--- config.mk ---
export PLATFORM = sky130hd
export DESIGN_NAME = bus_frame_receiver
export DESIGN_NICKNAME = d
export VERILOG_FILES = /design/src/rtl/fpga_bus_pkg.sv /design/src/rtl/crc4_serial.sv /design/src/rtl/bus_frame_receiver.sv
export SDC_FILE = /design/constraint.sdc
export NUM_CORES = 1
export LEC_CHECK = 0
export BUFFER_PORTS_ARGS = -buffer_cell sky130_fd_sc_hd__buf_2
export CAP_MARGIN = 20
export CORE_UTILIZATION = 30
export DETAILED_ROUTE_END_ITERATION = 10
export GPL_ROUTABILITY_DRIVEN = 0
export GPL_TIMING_DRIVEN = 0
export PLACE_DENSITY = 0.53
export SYNTH_ARGS = -nofsm -noshare
export SYNTH_HDL_FRONTEND = slang
export SYNTH_SLANG_ARGS = --single-unit
--- constraint.sdc ---
create_clock -name clock -period 2.8 [get_ports clock]
set_input_delay 0.56 -clock clock [delete_from_list [all_inputs] [get_ports clock]]
set_output_delay 0.56 -clock clock [all_outputs]
set_load 0.005 [all_outputs]
--- src/rtl/fpga_bus_pkg.sv ---
// Shared definitions for the 16-node serial bus: field widths, CRC-4
// polynomial, frame length, mode encoding and receiver FSM states.
package fpga_bus_pkg;

  localparam int unsigned ADDR_W     = 4;
  localparam int unsigned DATA_W     = 64;
  localparam int unsigned CRC_W      = 4;
  localparam int unsigned MOD_W      = 2;
  localparam logic [3:0]  CRC_POLY   = 4'b0011;  // x^4 + x + 1, x^4 term implicit
  localparam int unsigned FRAME_BITS = 1 + 2 * ADDR_W + MOD_W + DATA_W + CRC_W;

  typedef enum logic [1:0] {
    MOD_UNICAST = 2'b00,
    MOD_BCAST   = 2'b01,
    MOD_RSV0    = 2'b10,
    MOD_RSV1    = 2'b11
  } mod_e;

  typedef enum logic [1:0] {
    ST_IDLE,
    ST_HDR,
    ST_DATA,
    ST_CRC_RX
  } rx_state_e;

  // 16-bit increment that sticks at all-ones instead of wrapping.
  function automatic logic [15:0] sat_inc16(input logic [15:0] v);
    return (v == '1) ? v : v + 16'd1;
  endfunction

endpackage

--- src/rtl/crc4_serial.sv ---
// Serial CRC-4 (x^4+x+1, init 0), one message bit per enabled clock.
// Shared between the bus transmitter and receiver.
// Ports:
//   clock   - system clock, rising edge
//   reset_n - synchronous active-low reset, clears the remainder
//   clear   - synchronous clear to 0 (takes priority over enable)
//   enable  - shift bit_in into the remainder this cycle
//   bit_in  - message bit, MSB first
//   crc     - current remainder
module crc4_serial
  import fpga_bus_pkg::*;
(
  input  logic             clock,
  input  logic             reset_n,
  input  logic             clear,
  input  logic             enable,
  input  logic             bit_in,
  output logic [CRC_W-1:0] crc
);

  logic [CRC_W-1:0] crc_q;
  logic [CRC_W-1:0] crc_d;
  logic             fb;

  always_comb begin
    crc_d = crc_q;
    fb    = bit_in ^ crc_q[CRC_W-1];
    if (clear) begin
      crc_d = '0;
    end else if (enable) begin
      crc_d = {crc_q[CRC_W-2:0], 1'b0} ^ (fb ? CRC_POLY : '0);
    end
  end

  always_ff @(posedge clock) begin
    if (!reset_n) crc_q <= '0;
    else          crc_q <= crc_d;
  end

  assign crc = crc_q;

endmodule

--- src/rtl/bus_frame_receiver.sv ---
// Serial bus frame receiver: detects the start bit, deserialises
// src/dst/mod/data/crc (MSB first), checks CRC-4 and filters on mode and
// destination address, then reports one result pulse per frame.
// Optional build macro RX_STATS_EN adds saturating 16-bit statistics
// outputs ok_cnt, crc_err_cnt and drop_cnt.
// Ports:
//   clock, reset_n    - clock and synchronous active-low reset
//   bus_in            - serial bus line (idles low)
//   rx_valid          - one-cycle pulse, frame accepted
//   rx_data/src/mod   - fields of the last accepted frame (held)
//   crc_err, mod_err  - one-cycle error pulses
//   busy              - frame reception in progress
module bus_frame_receiver #(
  parameter int unsigned DATA_W    = 64,
  parameter int unsigned ADDR_W    = 4,
  parameter int unsigned CRC_W     = 4,
  parameter logic [ADDR_W-1:0] NODE_ADDR = '0
) (
  input  logic              clock,
  input  logic              reset_n,
  input  logic              bus_in,
  output logic              rx_valid,
  output logic [DATA_W-1:0] rx_data,
  output logic [ADDR_W-1:0] rx_src,
  output logic [1:0]        rx_mod,
  output logic              crc_err,
  output logic              mod_err,
  output logic              busy
`ifdef RX_STATS_EN
  ,
  output logic [15:0]       ok_cnt,
  output logic [15:0]       crc_err_cnt,
  output logic [15:0]       drop_cnt
`endif
);

  import fpga_bus_pkg::*;

  localparam int unsigned HDR_W = 2 * ADDR_W + MOD_W;

  rx_state_e         state_q, state_d;
  logic [6:0]        cnt_q, cnt_d;
  logic [HDR_W-1:0]  hdr_q, hdr_d;
  logic [DATA_W-1:0] data_q, data_d;
  logic [CRC_W-2:0]  cmp_q, cmp_d;
  logic              rx_valid_q, rx_valid_d;
  logic              crc_err_q, crc_err_d;
  logic              mod_err_q, mod_err_d;
  logic [DATA_W-1:0] rx_data_q, rx_data_d;
  logic [ADDR_W-1:0] rx_src_q, rx_src_d;
  logic [1:0]        rx_mod_q, rx_mod_d;

  logic              crc_clr;
  logic              crc_en;
  logic [CRC_W-1:0]  crc_rem;

  logic [ADDR_W-1:0] hdr_src;
  logic [ADDR_W-1:0] hdr_dst;
  mod_e              hdr_mod;
  logic              last_bit;
  logic              crc_ok;
  logic              accept;

  crc4_serial u_crc (
    .clock   (clock),
    .reset_n (reset_n),
    .clear   (crc_clr),
    .enable  (crc_en),
    .bit_in  (bus_in),
    .crc     (crc_rem)
  );

  assign hdr_src  = hdr_q[HDR_W-1 -: ADDR_W];
  assign hdr_dst  = hdr_q[MOD_W +: ADDR_W];
  assign hdr_mod  = mod_e'(hdr_q[MOD_W-1:0]);
  // The final CRC bit is compared straight off the line, so the decision
  // lands on the same edge that samples it.
  assign last_bit = (state_q == ST_CRC_RX) && (cnt_q == 7'(CRC_W - 1));
  assign crc_ok   = ({cmp_q, bus_in} == crc_rem);
  assign accept   = (hdr_mod == MOD_BCAST) ||
                    ((hdr_mod == MOD_UNICAST) && (hdr_dst == NODE_ADDR));

  always_comb begin
    state_d    = state_q;
    cnt_d      = cnt_q + 7'd1;
    hdr_d      = hdr_q;
    data_d     = data_q;
    cmp_d      = cmp_q;
    rx_valid_d = 1'b0;
    crc_err_d  = 1'b0;
    mod_err_d  = 1'b0;
    rx_data_d  = rx_data_q;
    rx_src_d   = rx_src_q;
    rx_mod_d   = rx_mod_q;
    crc_clr    = 1'b0;
    crc_en     = 1'b0;

    unique case (state_q)
      ST_IDLE: begin
        cnt_d = '0;
        if (bus_in) begin
          state_d = ST_HDR;
          crc_clr = 1'b1;
        end
      end
      ST_HDR: begin
        crc_en = 1'b1;
        hdr_d  = {hdr_q[HDR_W-2:0], bus_in};
        if (cnt_q == 7'(HDR_W - 1)) begin
          state_d = ST_DATA;
          cnt_d   = '0;
        end
      end
      ST_DATA: begin
        crc_en = 1'b1;
        data_d = {data_q[DATA_W-2:0], bus_in};
        if (cnt_q == 7'(DATA_W - 1)) begin
          state_d = ST_CRC_RX;
          cnt_d   = '0;
        end
      end
      ST_CRC_RX: begin
        cmp_d = {cmp_q[CRC_W-3:0], bus_in};
        if (last_bit) begin
          state_d = ST_IDLE;
          cnt_d   = '0;
          if (!crc_ok) begin
            crc_err_d = 1'b1;
          end else if (hdr_mod[1]) begin
            mod_err_d = 1'b1;
          end else if (accept) begin
            rx_valid_d = 1'b1;
            rx_data_d  = data_q;
            rx_src_d   = hdr_src;
            rx_mod_d   = hdr_q[MOD_W-1:0];
          end
        end
      end
      default: state_d = ST_IDLE;
    endcase
  end

  always_ff @(posedge clock) begin
    if (!reset_n) begin
      state_q    <= ST_IDLE;
      cnt_q      <= '0;
      hdr_q      <= '0;
      data_q     <= '0;
      cmp_q      <= '0;
      rx_valid_q <= 1'b0;
      crc_err_q  <= 1'b0;
      mod_err_q  <= 1'b0;
      rx_data_q  <= '0;
      rx_src_q   <= '0;
      rx_mod_q   <= '0;
    end else begin
      state_q    <= state_d;
      cnt_q      <= cnt_d;
      hdr_q      <= hdr_d;
      data_q     <= data_d;
      cmp_q      <= cmp_d;
      rx_valid_q <= rx_valid_d;
      crc_err_q  <= crc_err_d;
      mod_err_q  <= mod_err_d;
      rx_data_q  <= rx_data_d;
      rx_src_q   <= rx_src_d;
      rx_mod_q   <= rx_mod_d;
    end
  end

  assign rx_valid = rx_valid_q;
  assign crc_err  = crc_err_q;
  assign mod_err  = mod_err_q;
  assign rx_data  = rx_data_q;
  assign rx_src   = rx_src_q;
  assign rx_mod   = rx_mod_q;
  assign busy     = (state_q != ST_IDLE);

`ifdef RX_STATS_EN
  logic [15:0] ok_cnt_q, ok_cnt_d;
  logic [15:0] crc_err_cnt_q, crc_err_cnt_d;
  logic [15:0] drop_cnt_q, drop_cnt_d;

  // Drops cover both reserved modes and unicast address misses.
  always_comb begin
    ok_cnt_d      = rx_valid_d ? sat_inc16(ok_cnt_q) : ok_cnt_q;
    crc_err_cnt_d = crc_err_d ? sat_inc16(crc_err_cnt_q) : crc_err_cnt_q;
    drop_cnt_d    = (last_bit && crc_ok && !accept) ? sat_inc16(drop_cnt_q) : drop_cnt_q;
  end

  always_ff @(posedge clock) begin
    if (!reset_n) begin
      ok_cnt_q      <= '0;
      crc_err_cnt_q <= '0;
      drop_cnt_q    <= '0;
    end else begin
      ok_cnt_q      <= ok_cnt_d;
      crc_err_cnt_q <= crc_err_cnt_d;
      drop_cnt_q    <= drop_cnt_d;
    end
  end

  assign ok_cnt      = ok_cnt_q;
  assign crc_err_cnt = crc_err_cnt_q;
  assign drop_cnt    = drop_cnt_q;
`endif

endmodule

==> results of run 1 <==
cell families (layout without fill, tap and decap cells):
| kind of cell | count (synthesis) | in the layout | share of synthesized area, % |
|---|---|---|---|
| and+or+nand+nor | 247 | 247 | 15.5 |
| DFF | 162 | 162 | 52.0 |
| muxes | 151 | 151 | 24.2 |
| buffers and inverters | 52 | 158 | 4.01 |
| xor gates and xnor gates | 11 | 11 | 1.54 |
| AOI/OAI and AO/OA | 9 | 9 | 1.26 |
| adders and majority gates | 7 | 7 | 1.40 |
| other | 1 | 1 | 0.0601 |
worst reg2reg max path: stages (launching register included):
cell and delay (ns):
dfxtp_1 0.38, ha_1 0.26, nor2b_1 0.28, nand3_1 0.13, nor3_1 0.14, buf_2 0.25, buf_6 0.22, buf_12 0.16
mux2i_1 0.18
layout by cell type, fill, tap and decap left out, drive strengths merged:
cell type / netlist / layout
bufinv: 0 / 2
a31oi: 1 / 1
conb: 1 / 1
nor3: 1 / 1
nand3: 4 / 4
nand4: 2 / 2
buf: 18 / 92
clkinv: 1 / 8
clkinvlp: 0 / 2
nor4: 3 / 3
xor2: 2 / 2
a2111oi: 1 / 1
nor2: 92 / 92
o31a: 1 / 1
and4: 1 / 1
a211oi: 1 / 1
xnor2: 9 / 9
o311ai: 1 / 1
o21ai: 2 / 2
inv: 7 / 8
dfxtp: 162 / 162
o21bai: 1 / 1
clkbuf: 26 / 46
nor2b: 1 / 1
mux2i: 151 / 151
ha: 7 / 7
a21boi: 1 / 1
nand2: 143 / 143
state kept, by name (all words and copies together) (netlist names), 2 cells and up:
register and count:
rx_data 64, rx_src 4, state_q 2, hdr_q 10, data_q 64, cmp_q 3
u_crc.crc 4, cnt_q 7
layer usage:
metal	vias to the layer above	global-route usage (%)	routed length, µm	part of all wire, %
met4	0	4.22	159	1.2
met5	-	0	0	0
met3	13	3.31	437	3.4
met2	65	19.3	5670	44
met1	2002	17.3	6710	52
li1	2285	-	-	-
path summary, 6_finish.rpt:
path               start          end  slack [ns]  cells after the start
max reg2reg     cnt_q[0]  rx_data[61]        0.71                      8
min          rx_data[10]  rx_data[10]        0.45                      2
max             cnt_q[0]  rx_data[61]        0.71                      8
min reg2reg  rx_data[10]  rx_data[10]        0.45                      2
layout make-up:
class / instances / area share (%)
Sequential cell: 162 / 43.0
Buffer: 44 / 2.92
Tap cell: 270 / 4.48
Clock buffer: 20 / 6.19
Inverter: 8 / 0.398
Multi-Input combinational cell: 426 / 36.4
Timing Repair Buffer: 74 / 4.91
Clock inverter: 12 / 1.72
report_power, final:
part	internal, mW	total [mW]	switching, mW	leakage (nW)
clock network	1.38	2.33	0.945	0.292
registers	2.34	2.38	0.0373	1.30
logic	0.311	0.743	0.432	1.17
total	4.04	5.45	1.41	2.77
==> results.json, run 1 <==
{
  "status": "finished, final reports clean",
  "fin_ws_ns": 0.713,
  "synth_most_common_cell": "dfxtp_1",
  "synth.top_cell.area_share_pct": 52.0,
  "finClkSkew_ns": 0.0106,
  "rows": 52,
  "routedWlPerCell_um": 12.8,
  "clock_latency_ns": 0.42,
  "slew_violations": 0,
  "num_vias": 4365,
  "die_y_um": 146,
  "overflow": 0,
  "fill_cells": 2110,
  "core_area_um2": 20300,
  "portBuffers": 74,
  "hpwl_um": 8890,
  "finalHoldViolCount": 0,
  "h-tree-depth": 4,
  "design_area_um2": 7540,
  "worstPathArrival_ns": 2.43,
  "slew_headroom_pct": 50.6,
  "holdCritPathClass": "reg -> reg",
  "syn-num-nets": 650,
  "cp_cell_sequence": "ha_1 > nor2b_1 > nand3_1 > nor3_1 > buf_2 > buf_6 > buf_12 > mux2i_1",
  "cts_tree": "done",
  "ios": 77,
  "required_ns": 3.14,
  "irDropWorstVdd_mv": 0.373,
  "syn-mean-instance-area_um2": 9.75,
  "async_flop_share_pct": 0,
  "first_iter_violations": 200,
  "finalSetupViolations": 0,
  "clk_pin_slew_worst_paths_ns": 0.06,
  "cts_buffers": 17,
  "vias_per_cell": 4.30,
  "drive_above_1_share_pct": 16.6,
  "timing.final.crit_share_pct": 74.5,
  "area_growth_pct": 20.9,
  "synth_top_area_cell": "dfxtp_1",
  "synth_area_leaders": "dfxtp_1, mux2i_1, nand2_1",
  "power.total_mw": 5.45,
  "initial_core_util_pct": 30.7,
  "cpPeakStageDelay_ns": 0.38,
  "crit_path_top_delay_cell": "dfxtp_1",
  "crit_path_end_kind": "flop",
  "ys_ff_latch": 162,
  "synth_area_um2": 6240,
  "seqCellArea_um2": 3240,
  "synth.top_cells.by_count": "dfxtp_1, mux2i_1, nand2_1",
  "synth_cells": 640,
  "ys_warn_count": 0,
  "setup_tns_ns": 0,
  "placedCellCount": 984,
  "fin_util_pct": 37.2,
  "hold_buffers": 0,
  "firstDrtPassIters": 4,
  "synth_ff_type": "dfxtp_1",
  "fin_cells": 1016,
  "yosysUniqueCellTypes": 32,
  "ctsLongestPathBuffers": 2,
  "drc": 0,
  "design.die.area_um2": 21400,
  "rsz0062_at_grt": "false",
  "die_w_um": 146,
  "drv_cap": 0,
  "antenna_found_initial": 0,
  "layout.nets": 743,
  "ctsResizeCount": 0,
  "cp_max_fo": 10,
  "p_leak_nw": 2.77,
  "root_buffer": "clkbuf_16",
  "multi_input_area_um2": 2750,
  "startpoint_type": "flop",
  "fin_crit_ns": 2.09,
  "dp_worst_setup_slack_ns": 0.247,
  "crit_buf_inv": 3,
  "hold_slack_ns": 0.451,
  "postRouteAntennaNets": 0,
  "antenna_cells": 0,
  "dpl_cell_area_um2": 6950,
  "grt_pass1_vias": 4231,
  "crit_family": "buffers and inverters",
  "power_density_nw_per_um2": 722,
  "crit_type": "reg -> reg",
  "fmax_mhz": 479,
  "routed_wl_um": 13000,
  "post_cts_buffers": 0,
  "grt_pass1_wl_um": 21500,
  "clock_sinks": 162,
  "grt_max_degree": 17,
  "grt_usage_pct": 12.7,
  "worst_pin_slew_ns": 0.742,
  "seq_area_frac_synth_pct": 52.0,
  "synth_edf_count": 0
}
Note: power is estimated with default switching activity, not from simulation.
==> run 2: changes to the inputs <==
- PLACE_DENSITY: 0.53 -> 0.54
- clock period: 2.8 -> 1.7 ns (I/O delays scaled with it)
==> run 2 against run 1 <==
Critical path depth down 1. Routed wire length grew 4.5%. Fmax is 25% higher. Sequential cell count unchanged. Combinational power grew 80%. Clock power up 70%. Sequential share of layout area is 2.3 points lower. Clock-buffer cell count down 2. Die area unchanged. Critical endpoint is now rx_data[26]. Largest cell class unchanged. Largest power group is now the clock network.
==> results.json, run 2 (synthesized netlist as in run 1, its figures left out) <==
{
  "status": "finished, final reports clean",
  "worstPathArrival_ns": 2.03,
  "drive_above_1_share_pct": 21.3,
  "routed_wl_um": 13600,
  "rsz0062_at_grt": "true",
  "irDropWorstVdd_mv": 0.643,
  "final_cell_mix": "dfxtp_1, mux2i_1, nand2_1, nor2_1, buf_2",
  "clockPowerShare_pct": 42.8,
  "holdPathEnd": "cmp_q[0]",
  "multi_input_area_um2": 2850,
  "grt_usage_pct": 12.8,
  "power.share.switching_pct": 27.3,
  "design.die.area_um2": 21400,
  "root_buffer": "clkbuf_16",
  "cts_tree": "done",
  "worstHoldPathCells": 3,
  "fin_crit_ns": 1.67,
  "drv_cap": 0,
  "comb_power_share_pct": 14.5,
  "ios": 77,
  "portBuffers": 74,
  "finalSetupViolations": 0,
  "r2r_slack_ns": 0.03,
  "ctsLongestPathBuffers": 2,
  "finalHoldViolCount": 0,
  "slew_violations": 0,
  "h-tree-depth": 4,
  "grt_max_degree": 17,
  "vias_per_cell": 4.34,
  "worst_pin_slew_ns": 0.549,
  "required_ns": 2.05,
  "design_area_um2": 8000,
  "hpwl_um": 8960,
  "slew_headroom_pct": 63.4,
  "die_w_um": 146,
  "holdCritPathClass": "in -> reg",
  "fill_cells": 2075,
  "layout_commonest_cell": "dfxtp_1",
  "hold_slack_ns": 0.293,
  "rows": 52,
  "crit_type": "reg -> reg",
  "routedWlPerCell_um": 13.2,
  "die_y_um": 146,
  "grt_pass1_vias": 4186,
  "area_growth_pct": 28.2,
  "cts_buffers": 17,
  "antenna_cells": 0,
  "hp-start": "bus_in",
  "fmax_mhz": 597,
  "power_density_nw_per_um2": 1150,
  "timing.final.crit_share_pct": 98.5,
  "startpoint": "cnt_q[5]",
  "first_iter_violations": 153,
  "rr_worst_depth": 7,
  "clock_latency_ns": 0.43,
  "initial_core_util_pct": 30.7,
  "overflow": 0,
  "seqCellArea_um2": 3260,
  "postRouteAntennaNets": 0,
  "startpoint_type": "flop",
  "antenna_found_initial": 0,
  "hold_buffers": 0,
  "grt_pass1_wl_um": 21600,
  "layout.nets": 754,
  "p_switching_mw": 2.51,
  "core_area_um2": 20300,
  "finClkSkew_ns": 0.0111,
  "r2r-end": "rx_data[26]",
  "p_int_mw": 6.70,
  "seqPwrFrac_pct": 42.6,
  "p_leak_nw": 2.92,
  "dpl_cell_area_um2": 6950,
  "clk_pin_slew_worst_paths_ns": 0.07,
  "drc": 0,
  "clock_sinks": 162,
  "crit_path_end_kind": "flop",
  "cp_max_fo": 6,
  "firstDrtPassIters": 4,
  "num_vias": 4460,
  "r2r-start": "cnt_q[5]"
}
run 2: power by group through the flow:
stage | sequential [mW] | combinational (mW) | clock [mW]
global placement | 4.00 | 1.24 | 0
global route | 3.93 | 1.46 | 4.22
CTS | 3.92 | 1.30 | 4.05
finish | 3.92 | 1.34 | 3.95
floorplan | 3.98 | 0.994 | 0
detailed placement | 4.00 | 1.24 | 0
run 2: area by class of cell:
cell class	instances	share of cell area, %
Clock buffer	18	5.49
Buffer	43	3.94
Sequential cell	162	40.7
Clock inverter	14	2.10
Tap cell	270	4.22
Timing Repair Buffer	86	7.54
Inverter	8	0.375
Multi-Input combinational cell	426	35.7
run 2: worst max-delay path: stages (launching register included):
cell	delay [ns]
dfxtp_2	0.34
nor4_4	0.35
nand3_2	0.13
nor3_2	0.11
buf_4	0.18
buf_12	0.15
clkbuf_16	0.15
mux2i_1	0.17
run 2: worst max-delay path by stage:
stage                  end  slack [ns]  depth (start not counted)
2_1_floorplan  rx_data[53]       0.004                          8
3_3_place_gp   rx_data[55]       -0.61                          6
3_5_place_dp   rx_data[55]       -0.64                          6
4_1_cts         data_q[51]       -0.07                          6
5_1_grt        rx_data[25]       -0.06                          7
6_report       rx_data[26]        0.03                          7
run 2: per-layer routing:
layer / vias to the layer above / global-route usage (%) / routed length, µm
met2: 71 / 19.5 / 6040
met5: - / 0 / 0
met1: 2065 / 17.3 / 6940
met3: 12 / 3.56 / 411
li1: 2312 / - / -
met4: 0 / 4.84 / 164
run 2: through the flow:
step	setup WS [ns]	total power [mW]	util (%)	instances	TNS [ns]
after global placement	-0.613	5.24	34.2	984	-53.93
after detailed placement	-0.639	5.24	34.2	984	-54.84
after CTS	-0.0698	9.27	38.0	1017	-2.09
after global routing	-0.0579	9.61	39.4	1027	-1.38
after floorplan	0.00410	4.98	-	640	0
final	0.0251	9.21	39.4	1027	0
run 2: timing repair:
item                                    in CTS  in global routing
resized for setup                           28                 37
endpoints found under the hold margin        0                  0
endpoints found under the setup margin     130                146
pin swaps                                    1                 11
cloned                                       0                  6
buffers inserted                             2                  4
==> run 3: changes to the inputs <==
- PLACE_DENSITY: 0.54 -> not set
==> run 3 against run 2 <==
The flow now finishes with violations (setup timing). Register-to-register slack worse by 0.08 ns. Cell count is 0.58% lower. Die area stayed put. Hold slack better by 0.012 ns. Sequential cell count stayed put. Global-route usage is 0.17 points lower. Combinational power hardly changed. Routed wire length is 3.4% lower. Sequential power hardly changed. Critical path depth stayed put. Critical path type unchanged.
==> results.json, run 3 (synthesized netlist as in run 1, its figures left out) <==
{
  "ios": 77,
  "holdPathEnd": "cmp_q[0]",
  "finalSetupViolations": 20,
  "grt_usage_pct": 12.7,
  "fin_crit_ns": 1.76,
  "grtUsageMet3_pct": 3.09,
  "hpwl_um": 8870,
  "grt_max_degree": 17,
  "fmax_mhz": 569,
  "hp-start": "bus_in",
  "cp_max_fo": 6,
  "comb_power_share_pct": 14.1,
  "grt_pass1_vias": 4220,
  "final_cell_mix": "dfxtp_1, mux2i_1, nand2_1, nor2_1, buf_2",
  "hold_slack_ns": 0.305,
  "use_met1_pct": 17.1,
  "clock_latency_ns": 0.42,
  "timing.final.crit_share_pct": 103,
  "ctsLongestPathBuffers": 2,
  "worstPathArrival_ns": 2.10,
  "first_iter_violations": 158,
  "layout_commonest_cell": "dfxtp_1",
  "core_area_um2": 20300,
  "postRouteAntennaNets": 0,
  "irDropWorstVdd_mv": 0.665,
  "area_growth_pct": 24.8,
  "worstHoldPathCells": 3,
  "r2r-start": "hdr_q[2]",
  "antenna_found_initial": 0,
  "startpoint_type": "flop",
  "routed_wl_um": 13100,
  "grt_pass1_wl_um": 21400,
  "slew_violations": 0,
  "rr_worst_depth": 7,
  "firstDrtPassIters": 4,
  "finClkSkew_ns": 0.00795,
  "rows": 52,
  "seqPwrFrac_pct": 42.1,
  "power_density_nw_per_um2": 1200,
  "r2r_slack_ns": -0.06,
  "finalHoldViolCount": 0,
  "holdCritPathClass": "in -> reg",
  "power.share.switching_pct": 25.8,
  "drc": 0,
  "design.die.area_um2": 21400,
  "fin_ws_ns": -0.0561,
  "violations": "setup timing",
  "crit_path_end_kind": "flop",
  "p_leak_nw": 2.83,
  "clock_sinks": 162,
  "layout.nets": 749,
  "clk_pin_slew_worst_paths_ns": 0.06,
  "clockPowerShare_pct": 43.7,
  "grt_util_met2_pct": 19.4,
  "slew_headroom_pct": 62.9,
  "setup_tns_ns": -0.642,
  "root_buffer": "clkbuf_16",
  "portBuffers": 74,
  "required_ns": 2.05,
  "cts_tree": "done",
  "cts_buffers": 17,
  "p_switching_mw": 2.40,
  "worst_pin_slew_ns": 0.556,
  "drv_cap": 0,
  "antenna_cells": 0,
  "overflow": 0,
  "drive_above_1_share_pct": 19.8,
  "routedWlPerCell_um": 12.8,
  "hold_buffers": 0,
  "p_int_mw": 6.92,
  "r2r-end": "rx_data[62]",
  "h-tree-depth": 4,
  "die_y_um": 146,
  "rsz0062_at_grt": "true",
  "vias_per_cell": 4.37,
  "fill_cells": 2066,
  "status": "complete, but fails checks",
  "initial_core_util_pct": 30.7,
  "die_w_um": 146,
  "crit_type": "reg -> reg",
  "num_vias": 4464,
  "top_usage_layer": "met2"
}
run 3: changes by cell type in the layout (fill, tap and decap cells not counted), sizes merged:
cell	delta
clkbuf	-6
inv	-6
clkinvlp	+3
bufinv	+2
buf	+1
run 3: power by group through the flow:
stage	clock network (mW)	registers [mW]	logic (mW)
detailed placement	0	4.00	1.23
floorplan	0	3.98	0.994
finish	4.08	3.93	1.32
global placement	0	4.00	1.23
CTS	4.15	3.92	1.26
global route	4.33	3.94	1.44
run 3: worst max-delay path by stage:
stage / slack, ns / endpoint / cells after the start / start
6_report: -0.06 / rx_data[62] / 7 / hdr_q[2]
5_1_grt: -0.15 / rx_data[56] / 7 / u_crc.crc[0]
4_1_cts: -0.06 / rx_data[55] / 7 / cnt_q[6]
3_5_place_dp: -0.60 / rx_data[33] / 6 / reset_n
3_3_place_gp: -0.64 / rx_data[54] / 6 / reset_n
2_1_floorplan: 0.004 / rx_data[53] / 8 / cnt_q[0]
run 3: worst max-delay path, cell delays in order (launching register included):
cell and delay [ns]:
dfxtp_1 0.32, nor4_1 0.31, o21bai_1 0.20, nor3_4 0.21
buf_6 0.19, buf_12 0.14, clkbuf_16 0.14, mux2i_1 0.17
run 3: repair_timing:
item,CTS,global route
setup endpoints to repair,130,137
pin swaps,2,4
resized for setup,23,17
cloned,0,1
setup buffers,6,1
run 3: layout make-up:
type / count / area, µm² / share of cell area, %
plain buffers: 42 / 267 / 3.42
clock buffers: 18 / 439 / 5.64
repair buffers: 82 / 460 / 5.91
inverters: 8 / 30.0 / 0.385
flip-flops and latches: 162 / 3250 / 41.7
clock inverters: 13 / 185 / 2.38
multi-input cells: 426 / 2820 / 36.2
well taps: 270 / 338 / 4.34
run 3: stage by stage:
| step | area (µm²) | cells | power (mW) | setup slack (ns) | util (%) |
|---|---|---|---|---|---|
| floorplan | 6240 | 640 | 4.98 | 0.00410 | - |
| global placement | 6950 | 984 | 5.23 | -0.640 | 34.2 |
| detailed placement | 6950 | 984 | 5.23 | -0.597 | 34.2 |
| CTS | 7690 | 1020 | 9.34 | -0.0620 | 37.9 |
| global route | 7790 | 1021 | 9.70 | -0.147 | 38.4 |
| finish | 7790 | 1021 | 9.32 | -0.0561 | 38.4 |
run 3: layer usage:
layer	wire length, µm	vias up
met5	0	-
met4	162	0
met3	436	13
met2	5810	76
met1	6690	2081
li1	-	2294
